===== src/rtl/mem_arbiter.sv =====
// Shared main-memory arbiter between I-cache and D-cache miss/write ports.
// Define ARB_ROUND_ROBIN_EN to alternate grants on contention; default is fixed D priority.
module mem_arbiter #(
    parameter int ADDR_W          = 16,
    parameter int DATA_W          = 16,
    parameter int MAX_OUTSTANDING = 8
) (
    input  logic              clk,
    input  logic              rst,
    input  logic [ADDR_W-1:0] i_mem_addr,
    input  logic              i_mem_ren,
    input  logic              i_mem_wen,
    input  logic [DATA_W-1:0] i_mem_wdata,
    output logic [DATA_W-1:0] i_mem_rdata,
    output logic              i_mem_data_valid,
    output logic              i_stall,
    input  logic [ADDR_W-1:0] d_mem_addr,
    input  logic              d_mem_ren,
    input  logic              d_mem_wen,
    input  logic [DATA_W-1:0] d_mem_wdata,
    output logic [DATA_W-1:0] d_mem_rdata,
    output logic              d_mem_data_valid,
    output logic              d_stall,
    output logic [ADDR_W-1:0] mem_addr,
    output logic              mem_ren,
    output logic              mem_wen,
    output logic [DATA_W-1:0] mem_wdata,
    input  logic [DATA_W-1:0] mem_rdata,
    input  logic              mem_data_valid
);

    localparam int CNT_W = $clog2(MAX_OUTSTANDING + 1);
    localparam logic [CNT_W-1:0] CNT_MAX = CNT_W'(MAX_OUTSTANDING);

    typedef enum logic [1:0] {IDLE, I_OWN, D_OWN} state_t;

    state_t            state, state_next, arb_pick;
    logic [CNT_W-1:0]  outst_cnt, cnt_next;
    logic              last_grant, last_grant_next;
    logic              i_req, d_req;
    logic              own_ren, own_wen, own_req;
    logic [ADDR_W-1:0] own_addr;
    logic [DATA_W-1:0] own_wdata;
    logic              cnt_full, cnt_zero, fwd_ren, take_valid, own_stall;

    assign i_req = i_mem_ren | i_mem_wen;
    assign d_req = d_mem_ren | d_mem_wen;

    // last_grant: 1 means the D-cache received the most recent grant.
    always_comb begin
        arb_pick = IDLE;
        if (i_req && d_req) begin
`ifdef ARB_ROUND_ROBIN_EN
            arb_pick = last_grant ? I_OWN : D_OWN;
`else
            arb_pick = D_OWN;
`endif
        end else if (d_req) begin
            arb_pick = D_OWN;
        end else if (i_req) begin
            arb_pick = I_OWN;
        end
    end

    always_comb begin
        own_ren   = 1'b0;
        own_wen   = 1'b0;
        own_addr  = '0;
        own_wdata = '0;
        case (state)
            I_OWN: begin
                own_ren   = i_mem_ren;
                own_wen   = i_mem_wen;
                own_addr  = i_mem_addr;
                own_wdata = i_mem_wdata;
            end
            D_OWN: begin
                own_ren   = d_mem_ren;
                own_wen   = d_mem_wen;
                own_addr  = d_mem_addr;
                own_wdata = d_mem_wdata;
            end
            default: ;
        endcase
    end

    // A write takes the slot in a cycle where the owner also asks for a read.
    assign own_req    = own_ren | own_wen;
    assign cnt_full   = (outst_cnt == CNT_MAX);
    assign cnt_zero   = (outst_cnt == '0);
    assign fwd_ren    = own_ren & ~own_wen & ~cnt_full;
    assign own_stall  = own_ren & (own_wen | cnt_full);
    assign take_valid = mem_data_valid & ~cnt_zero;

    assign mem_ren          = ~rst & fwd_ren;
    assign mem_wen          = ~rst & own_wen;
    assign mem_addr         = rst ? '0 : own_addr;
    assign mem_wdata        = rst ? '0 : own_wdata;
    assign i_mem_rdata      = mem_rdata;
    assign d_mem_rdata      = mem_rdata;
    assign i_mem_data_valid = ~rst & take_valid & (state == I_OWN);
    assign d_mem_data_valid = ~rst & take_valid & (state == D_OWN);
    assign i_stall          = rst | ((state == I_OWN) ? own_stall : i_req);
    assign d_stall          = rst | ((state == D_OWN) ? own_stall : d_req);

    always_comb begin
        state_next      = state;
        last_grant_next = last_grant;
        cnt_next        = outst_cnt;
        case ({fwd_ren, take_valid})
            2'b10:   cnt_next = outst_cnt + CNT_W'(1);
            2'b01:   cnt_next = outst_cnt - CNT_W'(1);
            default: cnt_next = outst_cnt;
        endcase
        case (state)
            IDLE: state_next = arb_pick;
            I_OWN, D_OWN: begin
                // Ownership is only given up once every read of the fill has returned.
                if (!own_req && cnt_zero && !mem_data_valid) begin
                    state_next = arb_pick;
                end
            end
            default: state_next = IDLE;
        endcase
        if (state_next != IDLE && state_next != state) begin
            last_grant_next = (state_next == D_OWN);
        end
    end

    always_ff @(posedge clk) begin
        if (rst) begin
            state      <= IDLE;
            outst_cnt  <= '0;
            last_grant <= 1'b1;
        end else begin
            state      <= state_next;
            outst_cnt  <= cnt_next;
            last_grant <= last_grant_next;
        end
    end

endmodule

===== config.mk =====
export PLATFORM = sky130hd
export DESIGN_NAME = mem_arbiter
export DESIGN_NICKNAME = d
export VERILOG_FILES = /design/src/rtl/mem_arbiter.sv
export SDC_FILE = /design/constraint.sdc
export NUM_CORES = 1
export LEC_CHECK = 0
export ABC_AREA = 1
export CORE_MARGIN = 3
export CORE_UTILIZATION = 29
export CTS_BUF_LIST = sky130_fd_sc_hd__clkbuf_16
export DETAILED_ROUTE_END_ITERATION = 6
export MAX_ROUTING_LAYER = met4
export PLACE_DENSITY = 0.89
export SLEW_MARGIN = 20
export SYNTH_ARGS = -nofsm -noshare
export SYNTH_HDL_FRONTEND = slang
export SYNTH_SLANG_ARGS = --single-unit

===== constraint.sdc =====
create_clock -name clk -period 6 [get_ports clk]
set_input_delay 1.2 -clock clk [delete_from_list [all_inputs] [get_ports clk]]
set_output_delay 1.2 -clock clk [all_outputs]
set_load 0.01 [all_outputs]

==> impl_metrics.json <==
{
  "min-delay-path-class": "reg2reg",
  "ant_nets": 0,
  "ioPinCount": 157,
  "hold_slack_ns": 0.514,
  "clockRootBuffer": "clkbuf_16",
  "cts_buffer_depth": 2,
  "coreArea_um2": 4170,
  "r2r_slack_ns": 3.49,
  "die_w_um": 73.2,
  "slowest_delay_ns": 0.62,
  "startpoint_type": "input port",
  "ys_top_cells_by_area": "nand2_1, buf_4, a21oi_1, dfxtp_1, ha_1",
  "ir_drop_mv": 0.321,
  "switchingPower_uw": 282,
  "slowest_stage": "clkdlybuf4s50_1",
  "layout_common_cells": "clkdlybuf4s50_1, nand2_1, a21oi_1",
  "cts_resized": 0,
  "switching_share": 0.467,
  "setup_tns_ns": 0,
  "fin_util": 0.534,
  "skew_ns": 0.00270,
  "slew_headroom": 0.589,
  "final_common_cell": "clkdlybuf4s50_1",
  "endpoint_kind": "primary output",
  "cp_common_cell": "clkdlybuf4s50_1",
  "grt_max_degree": 37,
  "synth_warnings": 0,
  "worstPathCellList": "clkdlybuf4s50_1 > inv_2 > nand2_2 > a21oi_1 > clkdlybuf4s50_1",
  "drtIter0Drc": 66,
  "power.internal_uw": 321,
  "drc": 0,
  "cts.sinks": 6,
  "cap_violations": 0,
  "vias": 1657,
  "yosysSeqAreaShare": 0.0916,
  "seqPwrFrac": 0.111,
  "area_growth_pct": 70.0,
  "antenna_found_initial": 0,
  "die_area_um2": 5360,
  "ctsHtreeMaxLevel": 1,
  "cts_made_buffers": 3,
  "max_freq_mhz": 220,
  "finalWirelength_um": 5320,
  "gp_congestion": 0.876,
  "p_leak_uw": 0.000844,
  "nets": 399,
  "grt_pass1_vias": 1610,
  "pre_cts_ws_ns": 1.50,
  "clkPwrFrac": 0.176,
  "syn_inst": 234,
  "syn-num-nets": 327,
  "die_h_um": 73.2,
  "grt.overflow.total": 0,
  "worstMarginPinSlew_ns": 0.615,
  "post-cts-setup-buffer-count": 0,
  "crit_arrival_ns": 3.35,
  "drt_pre_antenna_iters": 4,
  "p_per_area_nw_per_um2": 270,
  "worst_slack_ns": 1.45,
  "grt_pass1_wl_um": 8030,
  "yosys.area.top_type": "nand2_1",
  "grt_util_all_layers": 0.195,
  "synth_top_area_frac": 0.232,
  "hold_violations": 0,
  "grt_setup_unrepaired": "false",
  "final-setup-viol-count": 0,
  "post-route-period-util": 0.758,
  "syn_avg_cell_area_um2": 5.60,
  "clk_pin_slew_worst_paths_ns": 0.03,
  "crit_type": "in2out",
  "detail_route.vias_per_cell": 4.68,
  "antenna_cells": 0,
  "yosysUniqueCellTypes": 20,
  "clock_latency_ns": 0.23,
  "synthesis.area_um2": 1310,
  "num_rows": 23,
  "ctsHoldBuffers": 0,
  "final-max-slew-violation-count": 0,
  "status": "finished clean",
  "crit_required_ns": 4.80,
  "dp_hpwl_um": 4300,
  "cts_tree": "built",
  "path_max_fanout": 32,
  "start_util": 0.314,
  "combPwrFrac": 0.713,
  "ys_seq_elements": 6,
  "drt-wirelength-per-cell_um": 15.0,
  "drive_gt1_frac": 0.0888,
  "port_buffers": 108,
  "layout_min_cycle_time_ns": 4.55
}
==> power groups by stage <==
stage | clock (uW) | combinational [uW] | sequential (uW)
after floorplan | 0 | 303 | 64.2
after global placement | 0 | 419 | 66.3
after detailed placement | 0 | 427 | 67.4
after CTS | 109 | 430 | 66.8
after global routing | 111 | 477 | 68.9
final | 106 | 430 | 67.0
==> cell usage after synthesis, drive strengths merged <==
cell type / count
o21ai: 6
a21oi: 39
nand3b: 1
nand2: 91
or2: 1
inv: 18
nand3: 7
nor2: 14
xnor2: 2
buf: 43
dfxtp: 6
ha: 6
==> through the flow <==
stage / cell area, um2 / power (uW) / std cells
finish: 2230 / 603 / 354
global route: 2230 / 658 / 354
CTS: 2230 / 606 / 354
detailed placement: 2150 / 495 / 351
global placement: 2150 / 485 / 351
floorplan: 1310 / 367 / 234
==> state kept, by name, indices dropped and copies added, names as in the netlist <==
name / cells
outst_cnt: 4
state: 2
==> critical path, delay by kind of cell <==
kind | cells | cell delay (ns)
buffers and inverters | 3 | 1.33
AOI/OAI and AO/OA | 1 | 0.43
and+or+nand+nor | 1 | 0.36
==> logic make-up (layout without fill, tap and decap cells) <==
logic type / count (synthesis) / after routing / synth area share
and+or+nand+nor: 114 / 114 / 0.368
buffers and inverters: 61 / 131 / 0.292
AOI/OAI and AO/OA: 45 / 45 / 0.177
adders and majority gates: 6 / 6 / 0.0573
DFF: 6 / 6 / 0.0916
xor gates and xnor gates: 2 / 2 / 0.0134
==> cell type report <==
| cell class | instances | area, um2 |
|---|---|---|
| fillers | 434 | 1940 |
| repair buffers | 110 | 1100 |
| multi-input cells | 167 | 808 |
| flip-flops and latches | 6 | 120 |
| clock buffers | 3 | 75.1 |
| inverters | 18 | 67.6 |
| well taps | 50 | 62.6 |
==> layer usage <==
layer	routed length, um	track usage
met1	2050	0.223
met2	2690	0.348
met3	484	0.0275
met4	87	0.0594
met5	0	-
==> worst paths after layout <==
kind	from	to	depth (start not counted)
worst min-delay path	outst_cnt[1]$_SDFFE_PP0P_	outst_cnt[1]$_SDFFE_PP0P_	2
worst max register to register	state[0]$_SDFFE_PP0P_	outst_cnt[2]$_SDFFE_PP0P_	17
worst max-delay path	rst	mem_addr[12]	5
worst min register to register	outst_cnt[1]$_SDFFE_PP0P_	outst_cnt[1]$_SDFFE_PP0P_	2
No activity file was read; power rests on OpenSTA's default activity.
